File: src/rtl/forward_hazard_unit.sv
// Forwarding and hazard detection at the ID/EXE boundary: combinational stall,
// registered per-operand forwarding selects, and a saturating stall counter.
module forward_hazard_unit #(
    parameter int REG_AW  = 4,
    parameter int NUM_SRC = 3,
    parameter int CNT_W   = 16
) (
    input  logic                      clk,
    input  logic                      rst_n,
    input  logic                      en_forwarding,
    input  logic                      freeze,
    input  logic                      flush,
    input  logic [NUM_SRC*REG_AW-1:0] ID_src,
    input  logic [NUM_SRC-1:0]        ID_src_valid,
    input  logic                      EXE_wb_en,
    input  logic                      EXE_mem_read,
    input  logic [REG_AW-1:0]         EXE_dst,
    input  logic                      MEM_wb_en,
    input  logic                      WB_wb_en,
    input  logic [REG_AW-1:0]         MEM_dst,
    input  logic [REG_AW-1:0]         WB_dst,
    output logic                      stall,
    output logic [NUM_SRC*2-1:0]      sel_src,
    output logic [CNT_W-1:0]          stall_cnt,
    output logic                      state_stall
);

    typedef enum logic [0:0] {
        ST_RUN   = 1'b0,
        ST_STALL = 1'b1
    } state_t;

    localparam logic [1:0] SEL_RF  = 2'b00;
    localparam logic [1:0] SEL_MEM = 2'b10;
    localparam logic [1:0] SEL_WB  = 2'b01;

    state_t                 state_q;
    logic [NUM_SRC*2-1:0]   sel_src_q;
    logic [NUM_SRC*2-1:0]   sel_src_d;
    logic [CNT_W-1:0]       stall_cnt_q;
    logic [CNT_W-1:0]       stall_cnt_d;
    logic [NUM_SRC-1:0]     match_exe_s;
    logic [NUM_SRC-1:0]     match_mem_s;
    logic                   hazard_s;

    // Per-operand dependency matches against the EXE and MEM destinations.
    // WB is deliberately not compared: the register file write-through covers it.
    always_comb begin
        match_exe_s = '0;
        match_mem_s = '0;
        for (int i = 0; i < NUM_SRC; i++) begin
            match_exe_s[i] = ID_src_valid[i] & EXE_wb_en &
                             (EXE_dst == ID_src[i*REG_AW +: REG_AW]);
            match_mem_s[i] = ID_src_valid[i] & MEM_wb_en &
                             (MEM_dst == ID_src[i*REG_AW +: REG_AW]);
        end
    end

    // Raw hazard, then stall masked by flush/freeze; next-cycle select encoding.
    always_comb begin
        sel_src_d = '0;
        if (en_forwarding) begin
            hazard_s = EXE_mem_read & (|match_exe_s);
            for (int i = 0; i < NUM_SRC; i++) begin
                if (match_exe_s[i] && !EXE_mem_read) begin
                    sel_src_d[2*i +: 2] = SEL_MEM;
                end else if (match_mem_s[i]) begin
                    sel_src_d[2*i +: 2] = SEL_WB;
                end else begin
                    sel_src_d[2*i +: 2] = SEL_RF;
                end
            end
        end else begin
            hazard_s = (|match_exe_s) | (|match_mem_s);
        end
        stall = hazard_s & ~flush & ~freeze;
    end

    // Saturating increment of the stall counter.
    always_comb begin
        if (stall_cnt_q != {CNT_W{1'b1}}) begin
            stall_cnt_d = stall_cnt_q + {{(CNT_W-1){1'b0}}, 1'b1};
        end else begin
            stall_cnt_d = stall_cnt_q;
        end
    end

    // State, select and counter registers with reset > freeze > flush > stall priority.
    always_ff @(posedge clk) begin
        if (!rst_n) begin
            sel_src_q   <= '0;
            state_q     <= ST_RUN;
            stall_cnt_q <= '0;
        end else if (freeze) begin
            sel_src_q   <= sel_src_q;
            state_q     <= state_q;
            stall_cnt_q <= stall_cnt_q;
        end else if (flush) begin
            sel_src_q   <= '0;
            state_q     <= ST_RUN;
            stall_cnt_q <= stall_cnt_q;
        end else begin
            case (state_q)
                ST_RUN:   state_q <= stall ? ST_STALL : ST_RUN;
                ST_STALL: state_q <= stall ? ST_STALL : ST_RUN;
                default:  state_q <= ST_RUN;
            endcase
            if (stall) begin
                sel_src_q   <= '0;
                stall_cnt_q <= stall_cnt_d;
            end else begin
                sel_src_q   <= sel_src_d;
                stall_cnt_q <= stall_cnt_q;
            end
        end
    end

    assign sel_src     = sel_src_q;
    assign stall_cnt   = stall_cnt_q;
    assign state_stall = (state_q == ST_STALL);

endmodule
File: config.mk
export PLATFORM = sky130hd
export DESIGN_NAME = forward_hazard_unit
export DESIGN_NICKNAME = d
export VERILOG_FILES = /design/src/rtl/forward_hazard_unit.sv
export SDC_FILE = /design/constraint.sdc
export NUM_CORES = 1
export LEC_CHECK = 0
export ABC_AREA = 1
export ABC_CLOCK_PERIOD_IN_PS = 1550
export BUFFER_PORTS_ARGS = -buffer_cell sky130_fd_sc_hd__clkbuf_2
export CORE_ASPECT_RATIO = 0.9
export CORE_MARGIN = 2
export CORE_UTILIZATION = 45
export DETAILED_ROUTE_END_ITERATION = 16
export PLACE_DENSITY = 0.83
export SETUP_SLACK_MARGIN = 0.3
export SYNTH_ARGS = -nofsm -noshare
export SYNTH_HDL_FRONTEND = slang
export SYNTH_SLANG_ARGS = --single-unit
File: constraint.sdc
create_clock -name clk -period 1.55 [get_ports clk]
set_clock_uncertainty 0.2 [all_clocks]
set_input_delay 0.31 -clock clk [delete_from_list [all_inputs] [get_ports clk]]
set_output_delay 0.31 -clock clk [all_outputs]
set_load 0.01 [all_outputs]
==> impl_metrics.py <==
metrics = {
    "route": {
        "routed_wl_um": 8230,
        "antenna_left": 0,
        "drc": 0,
        "wl_per_cell_um": 18.0,
        "num_vias": 2712,
        "drtIter0Drc": 316,
        "routed_via_density": 5.92,
        "drtPass1Iterations": 6,
    },
    "sta": {
        "tightest_slew_ns": 0.339,
        "slew_headroom_pct": 77.2,
        "hold_viol": 0,
        "post-route-period-util_pct": 123,
        "fmax_mhz": 526,
        "setup_violations": 22,
        "holdWs_ns": 0.0636,
        "slew_violations": 0,
        "period_needed_ns": 1.90,
        "rsz0062_at_grt": "yes",
        "setup-tns-final_ns": -5.16,
        "fin_ws_ns": -0.350,
    },
    "clock_tree": {
        "root_buffer": "clkbuf_8",
        "h-tree-depth": 1,
        "ctsHoldBuffers": 0,
        "cts.path.max_buffers": 2,
        "clk_latency_ns": 0.27,
        "numCtsBuffers": 3,
        "clock-sinks": 23,
        "clk_pin_slew_ns": 0.09,
        "cts_tree": "done",
    },
    "power": {
        "power.switching_w": 0.000430,
        "leakage_nw": 1.53,
        "peakVddDrop_mv": 0.310,
        "p_per_area_nw_per_um2": 427,
        "p_clk_share_pct": 28.3,
        "seq_power_share_pct": 42.2,
        "swShare_pct": 31.3,
        "p_comb_share_pct": 29.5,
        "internal-power_w": 0.000941,
    },
    "floorplan": {
        "die_w_um": 69.3,
        "start_util_pct": 46.6,
        "chipHeight_um": 62.8,
        "rows": 21,
        "die-area_um2": 4350,
        "core_um2": 3700,
        "io_pins": 60,
    },
    "setup_path": {
        "cp_max_fo": 7,
        "cpPeakStageDelay_ns": 0.21,
        "worst-setup-path-type": "input port to flop",
        "required_ns": 1.54,
        "cp-start-kind": "input port",
        "cp_cell_sequence": "buf_4, nand2_1, nand3_1, nor2_1, nand2_1, nand3_2, nand2_2, nand2_4, buf_4, buf_8, buf_6, nand4_1, a21oi_1",
        "cp-end-kind": "flop",
        "path_buf_inv": 4,
        "cpMaxStageDelayCell": "a21oi_1",
        "cp_data_arrival_time_ns": 1.89,
        "critPathTopFamily": "simple AND/OR/NAND/NOR gates",
    },
    "yosys": {
        "synth.distinct_cells": 25,
        "synth_fa_ha_area_share_pct": 0.724,
        "yosysTopAreaCell": "dfxtp_1",
        "synth_simple_gate_area_share_pct": 48.1,
        "synthTopCellsByArea": "dfxtp_1 27%, nand2_1 23%, inv_1 7.0%",
        "yosys_warnings": 0,
        "synth-compound-area-share_pct": 8.40,
        "synth_xor_area_share_pct": 6.59,
        "syn_area_um2": 1730,
        "ys_ff_latch": 23,
        "synth_cells": 294,
        "muxShareOfSynthArea_pct": 0,
        "synth_flop_cell": "dfxtp_1",
        "synth_edf_count": 0,
        "syn_area_per_cell_um2": 5.88,
        "synth.net_count": 331,
        "synth_seq_area_share_pct": 26.6,
        "synth_top_family_by_area": "simple AND/OR/NAND/NOR gates",
        "yosysTopAreaCellShare_pct": 26.6,
        "async_flop_share_pct": 0,
    },
    "layout": {
        "final_util_pct": 86.7,
        "diodes": 0,
        "final_common_cell": "nand2_1",
        "area_growth_pct": 85.9,
        "fin_nets": 450,
        "final_area_um2": 3210,
        "layout_common_cells": "79 x nand2_1, 51 x buf_4, 36 x buf_6",
        "n_fill_cell": 163,
        "drive_gt1_share_pct": 55.8,
        "stdcell_count": 458,
    },
    "global_route": {
        "grtUsageTotal_pct": 26.8,
        "overflow": 0,
        "grt_pass1_vias": 2211,
        "antenna_found_initial": 0,
        "grt_max_degree": 22,
        "grt_pass1_wl_um": 9690,
    },
    "job": {
        "max_cap_viol_count": 0,
    },
    "placed_design": {
        "placed_area_um2": 2430,
        "gp_congestion": 0.957,
        "place_inst": 432,
        "dp_hpwl_um": 3880,
        "io_buffers": 54,
    },
    "run_status": {
        "status": "complete, but fails checks",
        "violations": "setup timing",
    },
    "hold_path": {
        "hold_class": "input port to flop",
    },
}
## worst paths after layout
path / slack, ns / endpoint / startpoint / cells past startpoint
setup / recovery: -0.35 / stall_cnt[5] / ID_src[4] / 13
hold / removal: 0.06 / stall_cnt[0] / rst_n / 3
setup reg to reg: -0.33 / stall_cnt[14] / stall_cnt[0] / 8
hold reg to reg: 0.27 / sel_src[3] / sel_src[3] / 2
## Yosys cell counts, types with 2 or more instances
cell	instances
nor2_2	3
clkbuf_1	5
a21oi_1	22
nor2_1	31
inv_2	2
or2_2	4
nand3_1	17
dfxtp_1	23
nand4_1	17
nand2_1	105
xor2_1	8
o21ai_0	7
nor3_1	3
inv_1	32
xnor2_1	5
## cells by family (layout without fill, tap and decap cells)
kind of cell,Yosys count,after routing
xor gates and xnor gates,13,13
AOI/OAI and AO/OA,29,29
buffers and inverters,41,157
and+or+nand+nor,187,189
adders and majority gates,1,1
DFF,23,23
## stage by stage
stage               worst slack [ns]  power [W]
CTS                           -0.201    0.00127
detailed placement            -0.357   0.000858
floorplan                    -0.0823   0.000735
global route                  -0.415    0.00142
global placement              -0.301   0.000854
finish                        -0.350    0.00137
## final cells by class
type,instances,area (µm²),share of cell area [%]
Inverter,34,168,5.22
Multi-Input combinational cell,232,1350,42.1
Sequential cell,23,514,16.0
Tap cell,46,57.6,1.79
Clock buffer,4,45.0,1.40
Timing Repair Buffer,119,1070,33.5
## worst register-to-register path, delay by kind of cell, from the launching register on
kind                       cells  cell delay [ns]
DFF                            1             0.38
adders and majority gates      1             0.15
AOI/OAI and AO/OA              1             0.21
and+or+nand+nor                5             0.81
buffers and inverters          1             0.04
## registers in the layout, summed over array words and instances, names as in the netlist
register / flops
stall_cnt: 16
sel_src: 6
state_stall: 1
## routing by layer
metal | global-route usage (%) | up-vias | wire length [µm]
li1 | - | 1178 | -
met1 | 33.1 | 1196 | 2770
met2 | 46.5 | 249 | 3890
met3 | 4.19 | 89 | 932
met4 | 10.8 | 0 | 640
met5 | 0 | - | 0
## timing repair
| item | 4_1_cts | 5_1_grt |
|---|---|---|
| resized for setup | 48 | 142 |
| endpoints found under the setup margin | 41 | 47 |
| buffers inserted | 11 | 9 |
| cloned | 0 | 2 |
| pin swaps | 15 | 43 |
## power groups by stage
stage | Combinational, W | Sequential, W | Clock (W)
2_1_floorplan | 0.000128 | 0.000607 | 0
3_3_place_gp | 0.000248 | 0.000606 | 0
3_5_place_dp | 0.000252 | 0.000606 | 0
4_1_cts | 0.000296 | 0.000586 | 0.000388
5_1_grt | 0.000428 | 0.000579 | 0.000417
6_report | 0.000404 | 0.000578 | 0.000388
Power figures use the tool's default switching activity.
